$ cat src/rtl/cpu_mem_pkg.sv
// Shared constants and types for the CPU memory bus arbiter.
// MEM_ARB_LOADER_EN adds the loader port as a third requester.
package cpu_mem_pkg;

   localparam int DATA_W_DFLT = 16;
   localparam int ADDR_W_DFLT = 16;

`ifdef MEM_ARB_LOADER_EN
   localparam int NUM_PORTS = 3;
`else
   localparam int NUM_PORTS = 2;
`endif

   localparam int PORT_F = 0;
   localparam int PORT_D = 1;
   localparam int PORT_L = 2;

   // Pointer holds the last granted port; the last index yields F,D,L after reset.
   localparam logic [1:0] PTR_RESET = 2'(NUM_PORTS - 1);

   typedef enum logic {
      IDLE = 1'b0,
      BUSY = 1'b1
   } arb_state_t;

endpackage

$ cat src/rtl/rr_pick.sv
// Combinational round-robin winner select: first requester after the last grant.
module rr_pick
   import cpu_mem_pkg::*;
#(
   parameter int N = NUM_PORTS
) (
   input  logic [N-1:0] req,
   input  logic [1:0]   last,
   output logic         found,
   output logic [1:0]   pick
);

   logic [2*N-1:0] dbl;
   logic [2*N-1:0] shifted;
   logic [N-1:0]   rot;
   int             sh;
   int             idx;

   always_comb begin
      dbl     = {req, req};
      sh      = int'(last) + 1;
      shifted = dbl >> sh;
      rot     = shifted[N-1:0];
      found   = 1'b0;
      pick    = last;
      idx     = 0;
      // rot[0] is the port right after the last grant, so the lowest set bit wins.
      for (int k = 0; k < N; k++) begin
         if (!found && rot[k]) begin
            found = 1'b1;
            idx   = (int'(last) + 1 + k) % N;
            pick  = 2'(idx);
         end
      end
   end

endmodule

$ cat src/rtl/mem_bus_arbiter.sv
// Single-port memory arbiter for fetch, data and optional loader requesters.
// MEM_ARB_LOADER_EN enables the L_* port and 3-way round-robin.
module mem_bus_arbiter
   import cpu_mem_pkg::*;
#(
   parameter int DATA_W  = DATA_W_DFLT,
   parameter int ADDR_W  = ADDR_W_DFLT,
   parameter int MEM_LAT = 2
) (
   input  logic              Clock,
   input  logic              Reset_n,
   input  logic              F_Req,
   input  logic [ADDR_W-1:0] F_Addr,
   output logic              F_Ready,
   output logic              F_RValid,
   output logic [DATA_W-1:0] F_RData,
   input  logic              D_Req,
   input  logic              D_We,
   input  logic [ADDR_W-1:0] D_Addr,
   input  logic [DATA_W-1:0] D_WData,
   output logic              D_Ready,
   output logic              D_RValid,
   output logic [DATA_W-1:0] D_RData,
`ifdef MEM_ARB_LOADER_EN
   input  logic              L_Req,
   input  logic              L_We,
   input  logic [ADDR_W-1:0] L_Addr,
   input  logic [DATA_W-1:0] L_WData,
   output logic              L_Ready,
   output logic              L_RValid,
   output logic [DATA_W-1:0] L_RData,
`endif
   output logic              Mem_En,
   output logic              Mem_We,
   output logic [ADDR_W-1:0] Mem_Addr,
   output logic [DATA_W-1:0] Mem_WData,
   input  logic [DATA_W-1:0] Mem_RData,
   output logic              dbg_state
);

   // Handshake: a requester's x_Ready is high only in the cycle its Req is granted;
   // address/we/wdata are sampled in that cycle, and x_RValid pulses once at completion.
   localparam int CW = (MEM_LAT > 1) ? $clog2(MEM_LAT) : 1;

   arb_state_t        state, state_nxt;
   logic [CW-1:0]     cnt;
   logic [1:0]        owner, last_ptr, pick;
   logic              owner_we, found, grant, done;
   logic              sel_we;
   logic [ADDR_W-1:0] sel_addr;
   logic [DATA_W-1:0] sel_wdata;

   logic [NUM_PORTS-1:0] req, we_v, ready, rvalid_q;
   logic [ADDR_W-1:0]    addr_v  [NUM_PORTS];
   logic [DATA_W-1:0]    wdata_v [NUM_PORTS];
   logic [DATA_W-1:0]    rdata_q [NUM_PORTS];

   assign req[PORT_F]     = F_Req;
   assign we_v[PORT_F]    = 1'b0;
   assign addr_v[PORT_F]  = F_Addr;
   assign wdata_v[PORT_F] = '0;
   assign req[PORT_D]     = D_Req;
   assign we_v[PORT_D]    = D_We;
   assign addr_v[PORT_D]  = D_Addr;
   assign wdata_v[PORT_D] = D_WData;
`ifdef MEM_ARB_LOADER_EN
   assign req[PORT_L]     = L_Req;
   assign we_v[PORT_L]    = L_We;
   assign addr_v[PORT_L]  = L_Addr;
   assign wdata_v[PORT_L] = L_WData;
`endif

   rr_pick #(.N(NUM_PORTS)) u_pick (
      .req   (req),
      .last  (last_ptr),
      .found (found),
      .pick  (pick)
   );

   // Reset gates the grant so Ready/Mem_* stay low while Reset_n is held.
   assign grant = Reset_n && (state == IDLE) && found;
   assign done  = (state == BUSY) && (cnt == '0);

   always_ff @(posedge Clock or negedge Reset_n) begin
      if (!Reset_n) state <= IDLE;
      else          state <= state_nxt;
   end

   always_comb begin
      state_nxt = state;
      case (state)
         IDLE:    if (grant) state_nxt = BUSY;
         BUSY:    if (done)  state_nxt = IDLE;
         default: state_nxt = IDLE;
      endcase
   end

   assign dbg_state = (state == BUSY);

   always_comb begin
      sel_we    = 1'b0;
      sel_addr  = '0;
      sel_wdata = '0;
      ready     = '0;
      for (int p = 0; p < NUM_PORTS; p++) begin
         if (pick == 2'(p)) begin
            sel_we    = we_v[p];
            sel_addr  = addr_v[p];
            sel_wdata = wdata_v[p];
            ready[p]  = grant;
         end
      end
      Mem_En    = grant;
      Mem_We    = grant & sel_we;
      Mem_Addr  = grant ? sel_addr  : '0;
      Mem_WData = grant ? sel_wdata : '0;
   end

   always_ff @(posedge Clock or negedge Reset_n) begin
      if (!Reset_n) begin
         cnt      <= '0;
         owner    <= '0;
         owner_we <= 1'b0;
         last_ptr <= PTR_RESET;
      end else if (grant) begin
         cnt      <= CW'(MEM_LAT - 1);
         owner    <= pick;
         owner_we <= sel_we;
         last_ptr <= pick;
      end else if ((state == BUSY) && (cnt != '0)) begin
         cnt <= cnt - CW'(1);
      end
   end

   // Mem_RData is valid in the cycle the counter reaches zero; writes leave RData untouched.
   always_ff @(posedge Clock or negedge Reset_n) begin
      if (!Reset_n) begin
         rvalid_q <= '0;
         for (int p = 0; p < NUM_PORTS; p++) rdata_q[p] <= '0;
      end else begin
         for (int p = 0; p < NUM_PORTS; p++) begin
            rvalid_q[p] <= done && (owner == 2'(p));
            if (done && (owner == 2'(p)) && !owner_we) rdata_q[p] <= Mem_RData;
         end
      end
   end

   assign F_Ready  = ready[PORT_F];
   assign F_RValid = rvalid_q[PORT_F];
   assign F_RData  = rdata_q[PORT_F];
   assign D_Ready  = ready[PORT_D];
   assign D_RValid = rvalid_q[PORT_D];
   assign D_RData  = rdata_q[PORT_D];
`ifdef MEM_ARB_LOADER_EN
   assign L_Ready  = ready[PORT_L];
   assign L_RValid = rvalid_q[PORT_L];
   assign L_RData  = rdata_q[PORT_L];
`endif

endmodule

$ cat config.mk
export PLATFORM = sky130hd
export DESIGN_NAME = mem_bus_arbiter
export DESIGN_NICKNAME = d
export VERILOG_FILES = /design/src/rtl/cpu_mem_pkg.sv /design/src/rtl/rr_pick.sv /design/src/rtl/mem_bus_arbiter.sv
export SDC_FILE = /design/constraint.sdc
export NUM_CORES = 1
export LEC_CHECK = 0
export CAP_MARGIN = 20
export CORE_ASPECT_RATIO = 1.4
export CORE_MARGIN = 3
export CORE_UTILIZATION = 35
export DETAILED_ROUTE_END_ITERATION = 16
export PLACE_DENSITY = 0.81
export SYNTH_ARGS = -nofsm -noshare
export SYNTH_HDL_FRONTEND = slang
export SYNTH_SLANG_ARGS = --single-unit
$ cat constraint.sdc
create_clock -name Clock -period 2.5 [get_ports Clock]
set_input_delay 0.75 -clock Clock [delete_from_list [all_inputs] [get_ports Clock]]
set_output_delay 0.75 -clock Clock [all_outputs]
set_load 0.01 [all_outputs]
==> impl_metrics.toml, run 1 <==
[run_status]
status = "finished, violations left"
violations_in_the_final_reports = "setup timing"

[clock_tree]
max-clock-path-buffers = 2
cts_made_buffers = 5
htree_num_levels = 2
clock_insertion_delay_worst_skew_ns = 0.29
clkSlewWorstSetupHoldPaths_ns = 0.07
cts_sink_count = 40
cts_hold_repair.buffers = 0
clk_root_buffer_cell = "clkbuf_8"
clock_tree_from_tritoncts = "built"

[placement]
place_hpwl_um = 4420
globalplace.congestion = 0.734
portBuffers = 139

[global_routing]
track_usage_pct = 18.9
global_route.usage.met2_pct = 34.2
grt_max_degree = 41
grt_pass1_wl_um = 9080
grt_antenna_before_repair = 0
grt_most_used_layer = "met2"
via_count_of_the_first_global_routing_pass = 1932
grt_use_met1_pct = 20.2
grt.overflow.total = 0
gr_met3_demand_resource_pct = 5.63

[yosys]
cells_taking_the_most_area_after_synthesis = "dfrtp_1, mux2_4, mux2_2, a22o_1, and2_1"
syn-mean-instance-area_um2 = 14.2
synthDominantAreaCellType = "dfrtp_1"
synth_top_area_share_pct = 50.4
synth_register_bits = 40
synth-warning-count = 0
ys_seq_area_share_pct = 51.7
total_standard_cell_area_after_synthesis_um2 = 1940
synthesis.instances = 136
mappedNetlistNets = 205
ys_types = 29

[drt]
detail_route.wl_per_cell_um = 17.0
routed_wirelength_um = 6240
detailroute.via_count = 1771
drt_iter0_markers = 49
viasPerCell = 4.81
detailedRoute.firstPassIterationCount = 2
drtAntennaViolNets = 0
drt_drc_violations_left = 0

[floorplanning]
initial_utilization_pct = 36.7
die-area_um2 = 6480
core_area_um2 = 5280
die_w_um = 68.9
fp-row-count = 31
pin_count = 140
die_height_um = 94.0

[power_and_ir_drop]
power_density_nw_per_um2 = 957
total_leakage_power_nw = 1.72
ir_worst_vdd_v = 0.000433
finalPower_w = 0.00358

[cells_and_area]
n_antenna_cell = 0
leading_cell_types_in_the_layout_fill_and_taps_excluded = "clkdlybuf4s50_1, dfrtp_1, buf_2"
most_common_library_cell_in_the_layout_ignoring_fill_and_taps = "clkdlybuf4s50_1"
final-seq-area_um2 = 1000
nets = 370
syn_to_final_growth_pct = 93.0
fillers = 393
drive_above_1_share_pct = 42.4
multi_input_comb_area_um2 = 895
postLayoutCoreUtil_pct = 70.8

[critical_path]
critical_path.max_fanout = 5
worstPathArrival_ns = 1.89
worstSetupPathType = "flip-flop to output port"
worstPathRequired_ns = 1.75
startpoint_type = "flip-flop"
worst_setup_path_end_kind = "output port"

[timing]
min_period_ns = 2.64
setup_slack_ns = -0.136
finalCritPeriodShare_pct = 105
fin_skew_ns = 0.00647
maxSlewHeadroom_pct = 67.7
slew_viol_final = 0
max_slew.worst_pin.slew_ns = 0.484
setup_repair_after_global_routing_missed_its_margin = "true"
fmax_mhz = 379
final_hold_viol_count = 0
final-setup-viol-count = 29

[flow_run]
maxCapViolCount = 0

[hold_path]
hold_path.class = "flip-flop to flip-flop"
## critical path: stages, from the launching register on
cell,delay [ns]
dfstp_2,0.57
o21a_1,0.17
nor3_4,0.05
buf_6,0.12
buf_6,0.11
buf_12,0.12
buf_16,0.12
a22o_1,0.20
buf_2,0.13
## final timing paths
kind	endpoint	from	slack, ns	cells past startpoint
worst max-delay path	Mem_Addr[8]	last_ptr[0]	-0.14	8
worst min-delay path	F_RData[1]	F_RData[1]	0.50	1
worst max register to register	F_RData[5]	owner[1]	0.65	5
worst min register to register	F_RData[1]	F_RData[1]	0.50	1
max in group asynchronous	last_ptr[0]	Reset_n	1.59	2
min in group asynchronous	F_RData[8]	Reset_n	0.56	2
## cells in the mapped netlist, drive strengths merged
library cell	number
a21o	1
o31ai	1
nor3	2
and3	1
a22o	17
and2b	1
nand2	2
o21ai	2
nor2b	1
nand2b	2
clkbuf	1
and4b	1
mux2	32
nor2	1
buf	7
and2	18
nor4b	1
dfrtp	39
dfstp	1
o21a	1
inv	3
a221o	1
## flip-flops by register name, summed over array words and instances, names as in the netlist
| register | cells |
|---|---|
| F_RData | 16 |
| rvalid_q | 2 |
| D_RData | 16 |
| owner | 2 |
| cnt | 1 |
| owner_we | 1 |
| dbg_state | 1 |
| last_ptr | 1 |
## layer usage
metal,vias up,share of wire [%]
li1,816,-
met1,830,34
met2,114,54
met3,11,9.8
met4,0,1.8
met5,-,0
## area by class of cell
class / count / share of cell area, %
Timing Repair Buffer: 166 / 44.3
Sequential cell: 40 / 26.8
Multi-Input combinational cell: 85 / 23.9
Clock buffer: 8 / 2.41
Tap cell: 66 / 2.21
Inverter: 3 / 0.301
## stage by stage
step / cell area, um^2 / worst slack (ns) / hold WS, ns / instances / setup TNS (ns)
finish: 3740 / -0.136 / 0.504 / 368 / -1.91
global route: 3740 / -0.187 / 0.523 / 368 / -3.33
CTS: 3700 / -0.169 / 0.511 / 364 / -3.50
detailed placement: 3430 / -0.782 / 0.494 / 343 / -25.39
global placement: 3430 / -0.748 / 0.488 / 343 / -24.26
floorplan: 1940 / 0.151 / 0.454 / 136 / 0
## report_power, final
part	internal (W)	switching, W
sequential	0.000970	0.000183
combinational	0.00130	0.000696
clock	0.000225	0.000200
## cells by family (layout without fill, tap and decap cells)
family                 after synthesis  after routing  share of synthesized area [%]
AND/OR/NAND/NOR                     30             30                           12.0
multiplexers                        32             32                           21.7
AO/OA/AOI/OAI                       23             23                           9.95
buffers and inverters               11            177                           4.65
flip-flops                          40             40                           51.7
## repair_timing
| action | 4_1_cts | 5_1_grt |
|---|---|---|
| gates resized for setup | 188 | 8 |
| pin swaps | 18 | 6 |
| hold endpoints to repair | 0 | 0 |
| setup endpoints to repair | 36 | 35 |
| gates cloned | 5 | 2 |
| setup buffers | 8 | 5 |
Note: power is estimated with default switching activity, not from simulation.
==> run 2, diff against run 1 <==
CORE_ASPECT_RATIO = 1.2   (was 1.4)
==> impl_metrics.toml, run 2 (synthesis results as in run 1) <==
[timing]
max_slew.worst_pin.slew_ns = 0.487
slew_viol_final = 0
min_period_ns = 2.54
maxSlewHeadroom_pct = 67.5
final-setup-viol-count = 24
fin_skew_ns = 0.0132
setup_slack_ns = -0.0442
setup_total_negative_slack_ns = -0.580
final_hold_viol_count = 0
fmax_mhz = 393
setup_repair_after_global_routing_missed_its_margin = "true"
finalCritPeriodShare_pct = 102

[drt]
drt_iter0_markers = 39
routed_wirelength_um = 5840
detailroute.via_count = 1728
detail_route.wl_per_cell_um = 16.4
viasPerCell = 4.85
drt_drc_violations_left = 0
drtAntennaViolNets = 0
detailedRoute.firstPassIterationCount = 3

[cells_and_area]
fillers = 420
stdcell_count = 356
nets = 362
n_antenna_cell = 0
leading_cell_types_in_the_layout_fill_and_taps_excluded = "clkdlybuf4s50_1, dfrtp_1, buf_6"
drive_above_1_share_pct = 41.2
final-seq-area_um2 = 1000
design_area_um2 = 3620
syn_to_final_growth_pct = 86.8
multi_input_comb_area_um2 = 887
most_common_library_cell_in_the_layout_ignoring_fill_and_taps = "clkdlybuf4s50_1"

[global_routing]
track_usage_pct = 18.3
grt.overflow.total = 0
grt_max_degree = 41
grt_pass1_wl_um = 8980
grt_antenna_before_repair = 0
via_count_of_the_first_global_routing_pass = 1870

[critical_path]
critical_path.max_fanout = 7
worstSetupEndpoint = "Mem_Addr[11]"
worstPathArrival_ns = 1.79
rr_worst_depth = 5
reg2reg_slack_ns = 0.73
worstPathRequired_ns = 1.75
timing_startpoint_of_the_critical_path = "F_Req"
worstSetupPathType = "input port to output port"
timing.rr.start = "owner[1]"
endpoint_of_the_most_critical_register_to_register_path = "F_RData[2]"
worst_setup_path_end_kind = "output port"
startpoint_type = "input port"

[placement]
pre_cts_slack_ns = -0.762
place_area_um2 = 3440
globalplace.congestion = 0.764
portBuffers = 139
dp_cells = 341
place_hpwl_um = 4590

[clock_tree]
clock_insertion_delay_worst_skew_ns = 0.29
htree_num_levels = 2
clkSlewWorstSetupHoldPaths_ns = 0.06
cts_made_buffers = 5
clk_root_buffer_cell = "clkbuf_8"
max-clock-path-buffers = 2
cts_hold_repair.buffers = 0
cts_sink_count = 40
clock_tree_from_tritoncts = "built"

[floorplanning]
die_w_um = 73.9
core_area_um2 = 5330
die_height_um = 87.5
initial_utilization_pct = 36.3
fp-row-count = 29
die-area_um2 = 6470
pin_count = 140

[power_and_ir_drop]
ir_worst_vdd_v = 0.000327
power_density_nw_per_um2 = 961
total_leakage_power_nw = 1.66

[run_status]
status = "finished, violations left"
violations_in_the_final_reports = "setup timing"

[hold_path]
hold_path.class = "flip-flop to flip-flop"

[flow_run]
maxCapViolCount = 0
==> run 2: layout make-up <==
class	instances	share of cell area (%)
well taps	62	2.14
multi-input cells	85	24.5
inverters	3	0.311
clock inverters	2	0.346
clock buffers	6	2.01
repair buffers	158	43.0
flip-flops and latches	40	27.7
==> run 2: critical path, stage by stage <==
cell and delay [ns]:
buf_6 0.09, o21a_1 0.19, nor3_4 0.20, buf_6 0.17, buf_12 0.12, a22o_1 0.13
buf_2 0.13
==> run 2: worst min path at each step <==
stage	startpoint	to	cells after the start
2_1_floorplan	Reset_n	D_RData[0]	0
3_3_place_gp	F_RData[4]	F_RData[4]	1
3_5_place_dp	F_RData[10]	F_RData[10]	1
4_1_cts	F_RData[4]	F_RData[4]	1
5_1_grt	D_RData[4]	D_RData[4]	1
6_report	F_RData[1]	F_RData[1]	1
==> run 2: per-layer routing <==
layer  global-route usage [%]  part of all wire, %
met5                        0                    0
met4                     5.44                  1.0
met3                     5.31                  9.7
met2                     32.6                   52
met1                     20.8                   37
==> run 2: repair_timing <==
item / CTS / global route
resized for setup: 182 / 11
endpoints found under the setup margin: 36 / 35
setup buffers: 3 / 1
cloned: 4 / 0
pin swaps: 25 / 12
==> run 2: where the power goes <==
part | switching [W] | internal, W | total (W)
Clock | 0.000210 | 0.000195 | 0.000405
Sequential | 0.000193 | 0.000970 | 0.00116
Combinational | 0.000665 | 0.00124 | 0.00191
Total | 0.00107 | 0.00241 | 0.00348
==> run 2: through the flow <==
stage	util [%]	hold WS (ns)	total power, W
floorplan	-	0.454	0.00205
global placement	64.4	0.490	0.00300
detailed placement	64.4	0.497	0.00304
CTS	67.3	0.513	0.00352
global route	67.8	0.535	0.00369
finish	67.8	0.508	0.00348
==> run 3, diff against run 2 <==
RECOVER_POWER = 25   (was unset)
SETUP_SLACK_MARGIN = 0.2   (was unset)
==> impl_metrics.toml, run 3 (synthesis results as in run 1) <==
[global_routing]
grt_max_degree = 41
grt_pass1_wl_um = 9290
grt_antenna_before_repair = 0
grt.overflow.total = 0
track_usage_pct = 19.2
via_count_of_the_first_global_routing_pass = 1876

[drt]
detailedRoute.firstPassIterationCount = 4
routed_wirelength_um = 6140
detailroute.via_count = 1766
drt_drc_violations_left = 0
drtAntennaViolNets = 0
viasPerCell = 4.88
drt_iter0_markers = 62
detail_route.wl_per_cell_um = 17.0

[timing]
min_period_ns = 2.62
fin_skew_ns = 0.00686
final.hold.worst_slack_ns = 0.507
fmax_mhz = 382
setup_total_negative_slack_ns = -2.75
slew_viol_final = 0
max_slew.worst_pin.slew_ns = 0.978
final-setup-viol-count = 32
maxSlewHeadroom_pct = 34.8
final_hold_viol_count = 0
finalCritPeriodShare_pct = 105
setup_repair_after_global_routing_missed_its_margin = "true"
setup_slack_ns = -0.121

[clock_tree]
cts_made_buffers = 5
htree_num_levels = 2
clk_root_buffer_cell = "clkbuf_8"
max-clock-path-buffers = 2
cts_sink_count = 40
cts_hold_repair.buffers = 0
clock_tree_from_tritoncts = "built"
clkSlewWorstSetupHoldPaths_ns = 0.07
clock_insertion_delay_worst_skew_ns = 0.29

[cells_and_area]
leading_cell_types_in_the_layout_fill_and_taps_excluded = "clkdlybuf4s50_1, dfrtp_1, buf_6"
multi_input_comb_area_um2 = 880
n_antenna_cell = 0
final-seq-area_um2 = 1000
fillers = 406
drive_above_1_share_pct = 42.0
most_common_library_cell_in_the_layout_ignoring_fill_and_taps = "clkdlybuf4s50_1"
nets = 368
syn_to_final_growth_pct = 94.4

[placement]
portBuffers = 139
globalplace.congestion = 0.785
place_hpwl_um = 4550

[power_and_ir_drop]
total_leakage_power_nw = 1.72
ir_worst_vdd_v = 0.000396
power_density_nw_per_um2 = 989

[critical_path]
critical_path.max_fanout = 7
worstPathRequired_ns = 1.75
worst_setup_path_end_kind = "output port"
timing.rr.start = "owner[1]"
rr_worst_depth = 5
startpoint_type = "input port"
reg2reg_slack_ns = 0.65
endpoint_of_the_most_critical_register_to_register_path = "F_RData[5]"
worstSetupPathType = "input port to output port"
worstPathArrival_ns = 1.87

[hold_path]
worst_hold_path.endpoint = "D_RData[7]"
timing.hold.worst_path_depth = 1
min_from = "D_RData[7]"
hold_path.class = "flip-flop to flip-flop"

[floorplanning]
core_area_um2 = 5330
initial_utilization_pct = 36.3
die_w_um = 73.9
pin_count = 140
fp-row-count = 29
die_height_um = 87.5
die-area_um2 = 6470

[flow_run]
maxCapViolCount = 0

[run_status]
status = "finished, violations left"
violations_in_the_final_reports = "setup timing"
run 3: worst max path at each step:
stage / start / to / slack (ns) / depth (start not counted)
after floorplan: F_Req / Mem_Addr[10] / 0.18 / 4
after detailed placement: F_Req / Mem_WData[6] / -0.73 / 6
after global routing: F_Req / Mem_WData[14] / -0.17 / 8
after global placement: F_Req / Mem_WData[1] / -0.71 / 6
after CTS: F_Req / Mem_Addr[4] / -0.09 / 8
final: F_Req / Mem_WData[14] / -0.12 / 8
run 3: per-stage QoR:
stage          worst slack, ns  instances  area [um^2]  utilization, %  power, W
2_1_floorplan            0.181        136         1940               -   0.00205
3_3_place_gp            -0.715        340         3450            64.8   0.00301
3_5_place_dp            -0.733        340         3450            64.8   0.00306
4_1_cts                -0.0933        358         3660            68.6   0.00370
5_1_grt                 -0.166        362         3760            70.6   0.00394
6_report                -0.121        362         3760            70.6   0.00372
run 3: critical path: stages:
cell    delay [ns]
buf_6         0.09
o21a_1        0.19
nor3_4        0.21
buf_4         0.15
buf_6         0.11
buf_16        0.11
and2_1        0.13
buf_2         0.12
run 3: final cells by class:
type | count | share of cell area, %
clock buffer | 7 | 2.56
clock inverter | 1 | 0.798
inverter | 3 | 0.299
multi-input combinational | 85 | 23.4
sequential | 40 | 26.6
tap | 62 | 2.06
timing repair buffer | 164 | 44.3
run 3: layer usage:
layer / track usage, % / part of all wire, % / vias to the layer above
met5: 0 / 0 / -
met4: 7.91 / 1.7 / 0
met3: 6.47 / 10 / 8
met2: 32.8 / 52 / 109
met1: 21.6 / 36 / 836
li1: - / - / 813
run 3: power breakdown:
| group | internal (W) | total [W] | leakage [nW] | switching (W) |
|---|---|---|---|---|
| combinational | 0.00131 | 0.00200 | 1.17 | 0.000689 |
| sequential | 0.000970 | 0.00116 | 0.483 | 0.000189 |
| clock | 0.000352 | 0.000566 | 0.0645 | 0.000214 |
run 3: timing repair:
item	CTS	global route
pin swaps	28	7
cloned	3	1
setup endpoints to repair	36	36
buffers inserted	7	3
resized for setup	185	14
